--- src/rtl/wishbone_initiator_if.sv ---
// Wishbone classic-cycle bus between the initiator and the device core's
// 30-bit word-addressed, 32-bit slave port.
interface wishbone_initiator_if;
  localparam int unsigned ADR_W = 30;
  localparam int unsigned DAT_W = 32;
  localparam int unsigned SEL_W = 4;

  logic [ADR_W-1:0] adr;
  logic [DAT_W-1:0] dat_w;
  logic [DAT_W-1:0] dat_r;
  logic [SEL_W-1:0] sel;
  logic             we;
  logic             cyc;
  logic             stb;
  logic [2:0]       cti;
  logic [1:0]       bte;
  logic             ack;
  logic             err;

  modport master (
    output adr, dat_w, sel, we, cyc, stb, cti, bte,
    input  dat_r, ack, err
  );

  modport slave (
    input  adr, dat_w, sel, we, cyc, stb, cti, bte,
    output dat_r, ack, err
  );
endinterface

--- src/rtl/wishbone_initiator.sv ---
// Single-outstanding Wishbone classic-cycle master fed by a valid/ready
// command stream, with a bus timeout that aborts cycles nobody answers.
module wishbone_initiator #(
  parameter int unsigned TIMEOUT = 1024,
  parameter int unsigned CNT_W   = 16
) (
  input  logic        clk48,
  input  logic        rst,
  input  logic        cmd_valid,
  output logic        cmd_ready,
  input  logic        cmd_we,
  input  logic [29:0] cmd_adr,
  input  logic [31:0] cmd_dat,
  input  logic [3:0]  cmd_sel,
  output logic        rsp_valid,
  input  logic        rsp_ready,
  output logic [31:0] rsp_dat,
  output logic        rsp_err,
  output logic        rsp_timeout,
  wishbone_initiator_if.master wb
);

  localparam int unsigned ADR_W = 30;
  localparam int unsigned DAT_W = 32;
  localparam int unsigned SEL_W = 4;
  // Last counter value before abort; unused when the timeout is disabled.
  localparam logic [CNT_W-1:0] C_LAST = CNT_W'((TIMEOUT == 0) ? 0 : TIMEOUT - 1);
  localparam bit TIMEOUT_EN = (TIMEOUT != 0);

  typedef enum logic [1:0] {
    S_IDLE = 2'd0,
    S_BUS  = 2'd1,
    S_RESP = 2'd2
  } state_t;

  state_t           r_state, w_state;
  logic [CNT_W-1:0] r_cnt, w_cnt;
  logic [ADR_W-1:0] r_adr, w_adr;
  logic [DAT_W-1:0] r_dat_w, w_dat_w;
  logic [SEL_W-1:0] r_sel, w_sel;
  logic             r_we, w_we;
  logic             r_cyc, w_cyc;
  logic             r_stb, w_stb;
  logic             r_cmd_ready, w_cmd_ready;
  logic             r_rsp_valid, w_rsp_valid;
  logic [DAT_W-1:0] r_rsp_dat, w_rsp_dat;
  logic             r_rsp_err, w_rsp_err;
  logic             r_rsp_timeout, w_rsp_timeout;

  // State and every output register; reset drops cyc/stb asynchronously.
  always_ff @(posedge clk48 or posedge rst) begin
    if (rst) begin
      r_state       <= S_IDLE;
      r_cnt         <= '0;
      r_adr         <= '0;
      r_dat_w       <= '0;
      r_sel         <= '0;
      r_we          <= 1'b0;
      r_cyc         <= 1'b0;
      r_stb         <= 1'b0;
      r_cmd_ready   <= 1'b0;
      r_rsp_valid   <= 1'b0;
      r_rsp_dat     <= '0;
      r_rsp_err     <= 1'b0;
      r_rsp_timeout <= 1'b0;
    end else begin
      r_state       <= w_state;
      r_cnt         <= w_cnt;
      r_adr         <= w_adr;
      r_dat_w       <= w_dat_w;
      r_sel         <= w_sel;
      r_we          <= w_we;
      r_cyc         <= w_cyc;
      r_stb         <= w_stb;
      r_cmd_ready   <= w_cmd_ready;
      r_rsp_valid   <= w_rsp_valid;
      r_rsp_dat     <= w_rsp_dat;
      r_rsp_err     <= w_rsp_err;
      r_rsp_timeout <= w_rsp_timeout;
    end
  end

  // Next state and next register values.
  always_comb begin
    w_state       = r_state;
    w_cnt         = r_cnt;
    w_adr         = r_adr;
    w_dat_w       = r_dat_w;
    w_sel         = r_sel;
    w_we          = r_we;
    w_cyc         = r_cyc;
    w_stb         = r_stb;
    w_rsp_valid   = r_rsp_valid;
    w_rsp_dat     = r_rsp_dat;
    w_rsp_err     = r_rsp_err;
    w_rsp_timeout = r_rsp_timeout;

    unique case (r_state)
      S_IDLE: begin
        if (cmd_valid && r_cmd_ready) begin
          w_adr   = cmd_adr;
          w_dat_w = cmd_dat;
          w_sel   = cmd_sel;
          w_we    = cmd_we;
          w_cyc   = 1'b1;
          w_stb   = 1'b1;
          w_cnt   = '0;
          w_state = S_BUS;
        end
      end

      S_BUS: begin
        // err wins over ack when both arrive together.
        if (wb.err || wb.ack) begin
          w_cyc       = 1'b0;
          w_stb       = 1'b0;
          w_rsp_valid = 1'b1;
          w_rsp_err   = wb.err;
          w_rsp_dat   = (wb.err || r_we) ? '0 : wb.dat_r;
          w_state     = S_RESP;
        end else if (TIMEOUT_EN && (r_cnt == C_LAST)) begin
          w_cyc         = 1'b0;
          w_stb         = 1'b0;
          w_rsp_valid   = 1'b1;
          w_rsp_timeout = 1'b1;
          w_rsp_dat     = '0;
          w_state       = S_RESP;
        end else begin
          w_cnt = r_cnt + CNT_W'(1);
        end
      end

      S_RESP: begin
        if (rsp_ready) begin
          w_rsp_valid   = 1'b0;
          w_rsp_err     = 1'b0;
          w_rsp_timeout = 1'b0;
          w_rsp_dat     = '0;
          w_state       = S_IDLE;
        end
      end

      default: w_state = S_IDLE;
    endcase

    // Registered ready: a command is only taken in the cycle after IDLE is entered.
    w_cmd_ready = (w_state == S_IDLE);
  end

  assign cmd_ready   = r_cmd_ready;
  assign rsp_valid   = r_rsp_valid;
  assign rsp_dat     = r_rsp_dat;
  assign rsp_err     = r_rsp_err;
  assign rsp_timeout = r_rsp_timeout;

  assign wb.adr   = r_adr;
  assign wb.dat_w = r_dat_w;
  assign wb.sel   = r_sel;
  assign wb.we    = r_we;
  assign wb.cyc   = r_cyc;
  assign wb.stb   = r_stb;
  assign wb.cti   = 3'b000;
  assign wb.bte   = 2'b00;

endmodule
--- src/flat_wrapper.sv ---
// flat-port wrapper written by rule: the top's interface ports become plain ports
module wishbone_initiator_flat 
#(
  parameter int unsigned TIMEOUT = 1024,
  parameter int unsigned CNT_W   = 16
)
  (clk48, rst, cmd_valid, cmd_ready, cmd_we, cmd_adr, cmd_dat, cmd_sel, rsp_valid, rsp_ready, rsp_dat, rsp_err, rsp_timeout, wb_adr, wb_dat_w, wb_sel, wb_we, wb_cyc, wb_stb, wb_cti, wb_bte, wb_dat_r, wb_ack, wb_err);
  wishbone_initiator_if wb_i ();
  input  logic clk48;
  input  logic rst;
  input  logic cmd_valid;
  output logic cmd_ready;
  input  logic cmd_we;
  input  logic [29:0] cmd_adr;
  input  logic [31:0] cmd_dat;
  input  logic [3:0] cmd_sel;
  output logic rsp_valid;
  input  logic rsp_ready;
  output logic [31:0] rsp_dat;
  output logic rsp_err;
  output logic rsp_timeout;
  output wire logic [$bits(wb_i.adr)-1:0] wb_adr;
  output wire logic [$bits(wb_i.dat_w)-1:0] wb_dat_w;
  output wire logic [$bits(wb_i.sel)-1:0] wb_sel;
  output wire logic [$bits(wb_i.we)-1:0] wb_we;
  output wire logic [$bits(wb_i.cyc)-1:0] wb_cyc;
  output wire logic [$bits(wb_i.stb)-1:0] wb_stb;
  output wire logic [$bits(wb_i.cti)-1:0] wb_cti;
  output wire logic [$bits(wb_i.bte)-1:0] wb_bte;
  input wire logic [$bits(wb_i.dat_r)-1:0] wb_dat_r;
  input wire logic [$bits(wb_i.ack)-1:0] wb_ack;
  input wire logic [$bits(wb_i.err)-1:0] wb_err;
  assign wb_adr = wb_i.adr;
  assign wb_dat_w = wb_i.dat_w;
  assign wb_sel = wb_i.sel;
  assign wb_we = wb_i.we;
  assign wb_cyc = wb_i.cyc;
  assign wb_stb = wb_i.stb;
  assign wb_cti = wb_i.cti;
  assign wb_bte = wb_i.bte;
  assign wb_i.dat_r = wb_dat_r;
  assign wb_i.ack = wb_ack;
  assign wb_i.err = wb_err;
  wishbone_initiator #(.TIMEOUT(TIMEOUT), .CNT_W(CNT_W)) u_core (.clk48(clk48), .rst(rst), .cmd_valid(cmd_valid), .cmd_ready(cmd_ready), .cmd_we(cmd_we), .cmd_adr(cmd_adr), .cmd_dat(cmd_dat), .cmd_sel(cmd_sel), .rsp_valid(rsp_valid), .rsp_ready(rsp_ready), .rsp_dat(rsp_dat), .rsp_err(rsp_err), .rsp_timeout(rsp_timeout), .wb(wb_i));
endmodule
--- config.mk ---
export PLATFORM = sky130hd
export DESIGN_NAME = wishbone_initiator_flat
export DESIGN_NICKNAME = d
export VERILOG_FILES = /design/src/rtl/wishbone_initiator_if.sv /design/src/rtl/wishbone_initiator.sv /design/src/flat_wrapper.sv
export SDC_FILE = /design/constraint.sdc
export NUM_CORES = 1
export LEC_CHECK = 0
export ABC_AREA = 1
export CAP_MARGIN = 10
export CORE_MARGIN = 4
export CORE_UTILIZATION = 63
export DETAILED_ROUTE_END_ITERATION = 10
export DONT_BUFFER_PORTS = 1
export GPL_ROUTABILITY_DRIVEN = 0
export PLACE_DENSITY = 0.82
export SETUP_SLACK_MARGIN = 0.4
export SYNTH_ARGS = -nofsm -noshare
export SYNTH_HDL_FRONTEND = slang
export SYNTH_SLANG_ARGS = --single-unit
export TNS_END_PERCENT = 30
--- constraint.sdc ---
create_clock -name clk48 -period 4.95 [get_ports clk48]
set_input_delay 0.7425 -clock clk48 [delete_from_list [all_inputs] [get_ports clk48]]
set_output_delay 0.7425 -clock clk48 [all_outputs]
set_load 0.1 [all_outputs]
[Yosys cells after proc, flatten, opt, wreduce, memory -nomap -nowiden]
Cells that the tools add are included.
W data, S select, Z words.
Storage, ports and cells
  bits of input ports: 105
  register bits: 122
  output and inout port bits: 110
  logic and storage cells: 62
Operators by class
  mux-type cells: 26
  reductions and logical operators: 13
  $add $sub $neg: 1
  equal/unequal tests: 10
Operators with widths (count)
  $mux W32: 4
  $pmux W32 S2: 1
  $mux W16: 3
  $pmux W16 S2: 1
  $add A16 B1 Y16 const B: 1
  $eq A16 B10 Y1 const B: 1
  $reduce_and A3 Y1: 3
  $mux W1: 8
  $mux W2: 4
  $pmux W1 S2: 4
  $reduce_and A4 Y1: 2
  $ne A2 B1 Y1 const B: 3
  $ne A2 B2 Y1 const B: 3
  $pmux W2 S3: 1
  $logic_not A2 Y1: 2
  $reduce_bool A2 Y1: 2
  $ne A3 B1 Y1 const B: 1
  $eq A2 B1 Y1 const B: 1
  $eq A2 B2 Y1 const B: 1
  $logic_or A1 B1 Y1: 2
  $reduce_and A2 Y1: 1
  $logic_and A1 B1 Y1: 1

[Longest topological paths before layout]
  depth after elaboration: 5
  mapped depth: 10
  depth with buffers taken out: 9

[Worst setup path before layout]
Ideal clock, no wire load.
  path kind: flip-flop to output port
  start: register, netlist name u_core.wb.cyc
  end: output port wb_stb
  buffers on the path: 1
  stages on the path, launching flop included: 2
  setup slack: 2868 ps
  data required time: 4208 ps
  arrival time: 1340 ps
  path through: dfrtp_1 buf_4
RTL lines
  to (decl): RTL line flat_wrapper.sv:27  | output wire logic [$bits(wb_i.stb)-1:0] wb_stb;

[Worst setup path in the final report]
  start: register u_core.r_we, in the netlist u_core.wb.we
  end: register u_core.r_rsp_dat[18], in the netlist u_core.rsp_dat[18]
On the way
  cells in the longest elaborated chain, start to end: 4
Ends and longest elaborated chain
  from (decl): RTL line wishbone_initiator.sv:41  | logic r_we, w_we;
  from (signal assigned): RTL line wishbone_initiator.sv:72  | r_we <= w_we;
  $logic_or A1 B1 Y1: RTL line wishbone_initiator.sv:119  | w_rsp_dat = (wb.err || r_we) ? '0 : wb.dat_r;
  $mux W32: RTL line wishbone_initiator.sv:119
  $mux W32: RTL line wishbone_initiator.sv:114  | if (wb.err || wb.ack) begin
  $pmux W32 S2: RTL line wishbone_initiator.sv:98  | unique case (r_state)
  to (signal assigned): RTL line wishbone_initiator.sv:77  | r_rsp_dat <= w_rsp_dat;
  to (decl): RTL line wishbone_initiator.sv:46  | logic [DAT_W-1:0] r_rsp_dat, w_rsp_dat;
Every way passes these cells.
A chain may end at the register's enable or synchronous reset.

==> metrics.md <==
| Metric | Value |
|---|---|
| Outcome | `completed` |
| Clock-pin slew on the worst setup and hold paths | `60 ps` |
| Register area share after synthesis | `55.3%` |
| Core area | `8380 um^2` |
| Sink Count | `122` |
| Startpoint types | `register` |
| Wire per inst | `19.4 um` |
| Gr ovfl total | `0` |
| Initial antenna violation count | `1` |
| Pin count of the biggest net entering global routing | `78` |
| Mapped Area | `5530 um^2` |
| Worst-Margin Slew | `980 ps` |
| Port bufs | `0` |
| Final Setup Violations | `0` |
| Area Overhead vs Synth | `11.4%` |
| Total Negative Setup Slacks | `0 ps` |
| Initial DRC count | `192` |
| Clock tree root driver cell | `clkbuf_8` |
| CTS Buf Count | `17` |
| Synth unique cells | `28` |
| Htree depth | `4` |
| CP endpoint kind | `register` |
| Via count | `3960` |
| Min cycle time layout | `2470 ps` |
| Final period util | `49.8%` |
| Initial core utilization | `65.9%` |
| Routed vias/inst | `5.94` |
| First-pass GRT wire length | `19800 um` |
| Share of cells above drive strength 1 | `21.0%` |
| Clk buf depth | `2` |
| # Max-Cap Violations | `0` |
| Vias in the first global route | `3968` |
| Post-layout nets | `654` |
| Drt drc | `0` |
| Clk_skew | `10.1 ps` |
| GRT Total Usage | `24.7%` |
| Die footprint | `10300 um^2` |
| Core Util, Final | `73.5%` |
| Count of final hold-check violations | `0` |
| WP data arrival | `2900 ps` |
| Syn Inst Count | `555` |
| Number of synthesized register bits | `122` |
| Post-CTS sizing | `0` |
| Post-cts hold buffer count | `0` |
| WP data required | `5390 ps` |
| Routed Antenna Nets | `0` |
| Io pins | `215` |
| Post-CTS setup buffers | `0` |
| Clock Latency Late Sink | `500 ps` |
| Synth warn | `0` |
| Worst hold path class | `in -> async` |
| Critical path class | `reg -> reg` |
| Die X | `102 um` |
| CTS tree | `built` |
| Slew headroom | `34.7%` |
| F_max | `405 MHz` |
| Syn_area_per_cell | `9.96 um^2` |
| # rows | `33` |
| Final hold slack | `294 ps` |
| Pre-Repair DR Iteration Count | `5` |
| Max Slew Vio Count | `0` |
| Vert. Die Dim | `102 um` |
| Max FO, Critical Path | `32` |
| Hpwl dp | `9010 um` |
| Unrepaired setup endpoints after global routing | `no` |
| Routed WL | `13000 um` |
## synthesized netlist by cell type
cell type	instances	area (um^2)
a21boi_0	1	7.51
a21oi_1	1	5.00
buf_2	11	55.1
buf_4	11	82.6
buf_6	5	56.3
clkbuf_1	7	26.3
conb_1	1	3.75
dfrtp_1	122	3050
ha_1	1	12.5
inv_1	19	71.3
inv_2	3	11.3
mux2_2	67	754
nand2_1	132	495
nand2_4	1	11.3
nand3_1	76	380
nand3_2	2	20.0
nand3_4	1	17.5
nand4_1	8	50.1
nand4_2	1	12.5
nor2_1	57	214
nor2_2	2	12.5
nor2_4	1	11.3
o21ai_0	7	35.0
o21ai_1	5	25.0
o21bai_1	4	30.0
or2_2	3	18.8
xnor2_1	2	17.5
xor2_1	4	35.0
## metal layers
layer,part of all wire (%),wire (um),track usage [%]
met5,0,0,0
met2,51,6590,40.5
met1,36,4640,29.5
met4,2.7,354,10.7
met3,11,1380,8.88
## worst max-delay path, stage by stage, from the launching register on
cell,delay [ps]
dfrtp_1,750
or2_2,460
inv_1,670
nand3_1,210
nor2_1,140
nand3_1,80
nand2_1,90
## metrics by stage
step	instances	setup slack (ps)	area, um^2
after CTS	665	1930	6130
after global placement	633	2110	5490
final	667	2480	6160
after detailed placement	633	1970	5490
after global routing	667	2290	6160
after floorplan	559	965	5540
## registers in the layout (all words and copies together), names as in the netlist
name and cells:
u_core.wb.dat_w 32, u_core.wb.cyc 1, u_core.wb.we 1, u_core.wb.adr 30, u_core.rsp_dat 32, u_core.r_cnt 16, u_core.rsp_timeout 1, u_core.rsp_err 1
u_core.rsp_valid 1, u_core.r_state 2, u_core.cmd_ready 1, u_core.wb.sel 4
## cells in the final DEF, fill, tap and decap left out, drive strengths merged
cell      Yosys  layout
a21boi        1       1
a21oi         1       1
buf          27       4
bufinv        0       5
clkbuf        7      18
clkinvlp      0       1
conb          1       5
dfrtp       122     122
diode         0       1
ha            1       1
inv          22      30
mux2         67      67
nand2       133     133
nand3        79      79
nand4         9       9
nor2         60      60
o21ai        12      12
o21bai        4       4
or2           3       3
xnor2         2       2
xor2          4       4
## layout make-up
| class | count | area [um^2] |
|---|---|---|
| tap | 105 | 131 |
| inverter | 22 | 85.1 |
| clock inverter | 14 | 230 |
| multi-input combinational | 381 | 2190 |
| sequential | 122 | 3050 |
| timing repair buffer | 4 | 42.5 |
| fill | 604 | 2220 |
| antenna | 1 | 2.50 |
| clock buffer | 18 | 418 |
## cell families after synthesis
logic type | Yosys count | synth area share [%]
xor gates and xnor gates | 6 | 0.951
muxes | 67 | 13.7
AOI/OAI and AO/OA | 18 | 1.86
adders and majority gates | 1 | 0.226
other | 1 | 0.0679
and+or+nand+nor | 284 | 22.5
buffers and inverters | 56 | 5.48
DFF | 122 | 55.3
## path summary, 6_finish.rpt
kind	start	to	slack [ps]	depth (start not counted)
hold reg to reg	u_core.r_cnt[1]	u_core.r_cnt[1]	560	2
setup reg to reg	u_core.wb.we	u_core.rsp_dat[18]	2480	6
max in group asynchronous	rst	u_core.rsp_dat[22]	3490	2
setup / recovery	u_core.wb.we	u_core.rsp_dat[18]	2480	6
hold / removal	rst	u_core.wb.adr[27]	290	1
min in group clk48	cmd_adr[27]	u_core.wb.adr[27]	380	1
Power is left out: the tool's default activity adds up to more than one toggle a clock period on the data nets, which glitch-free logic cannot reach.
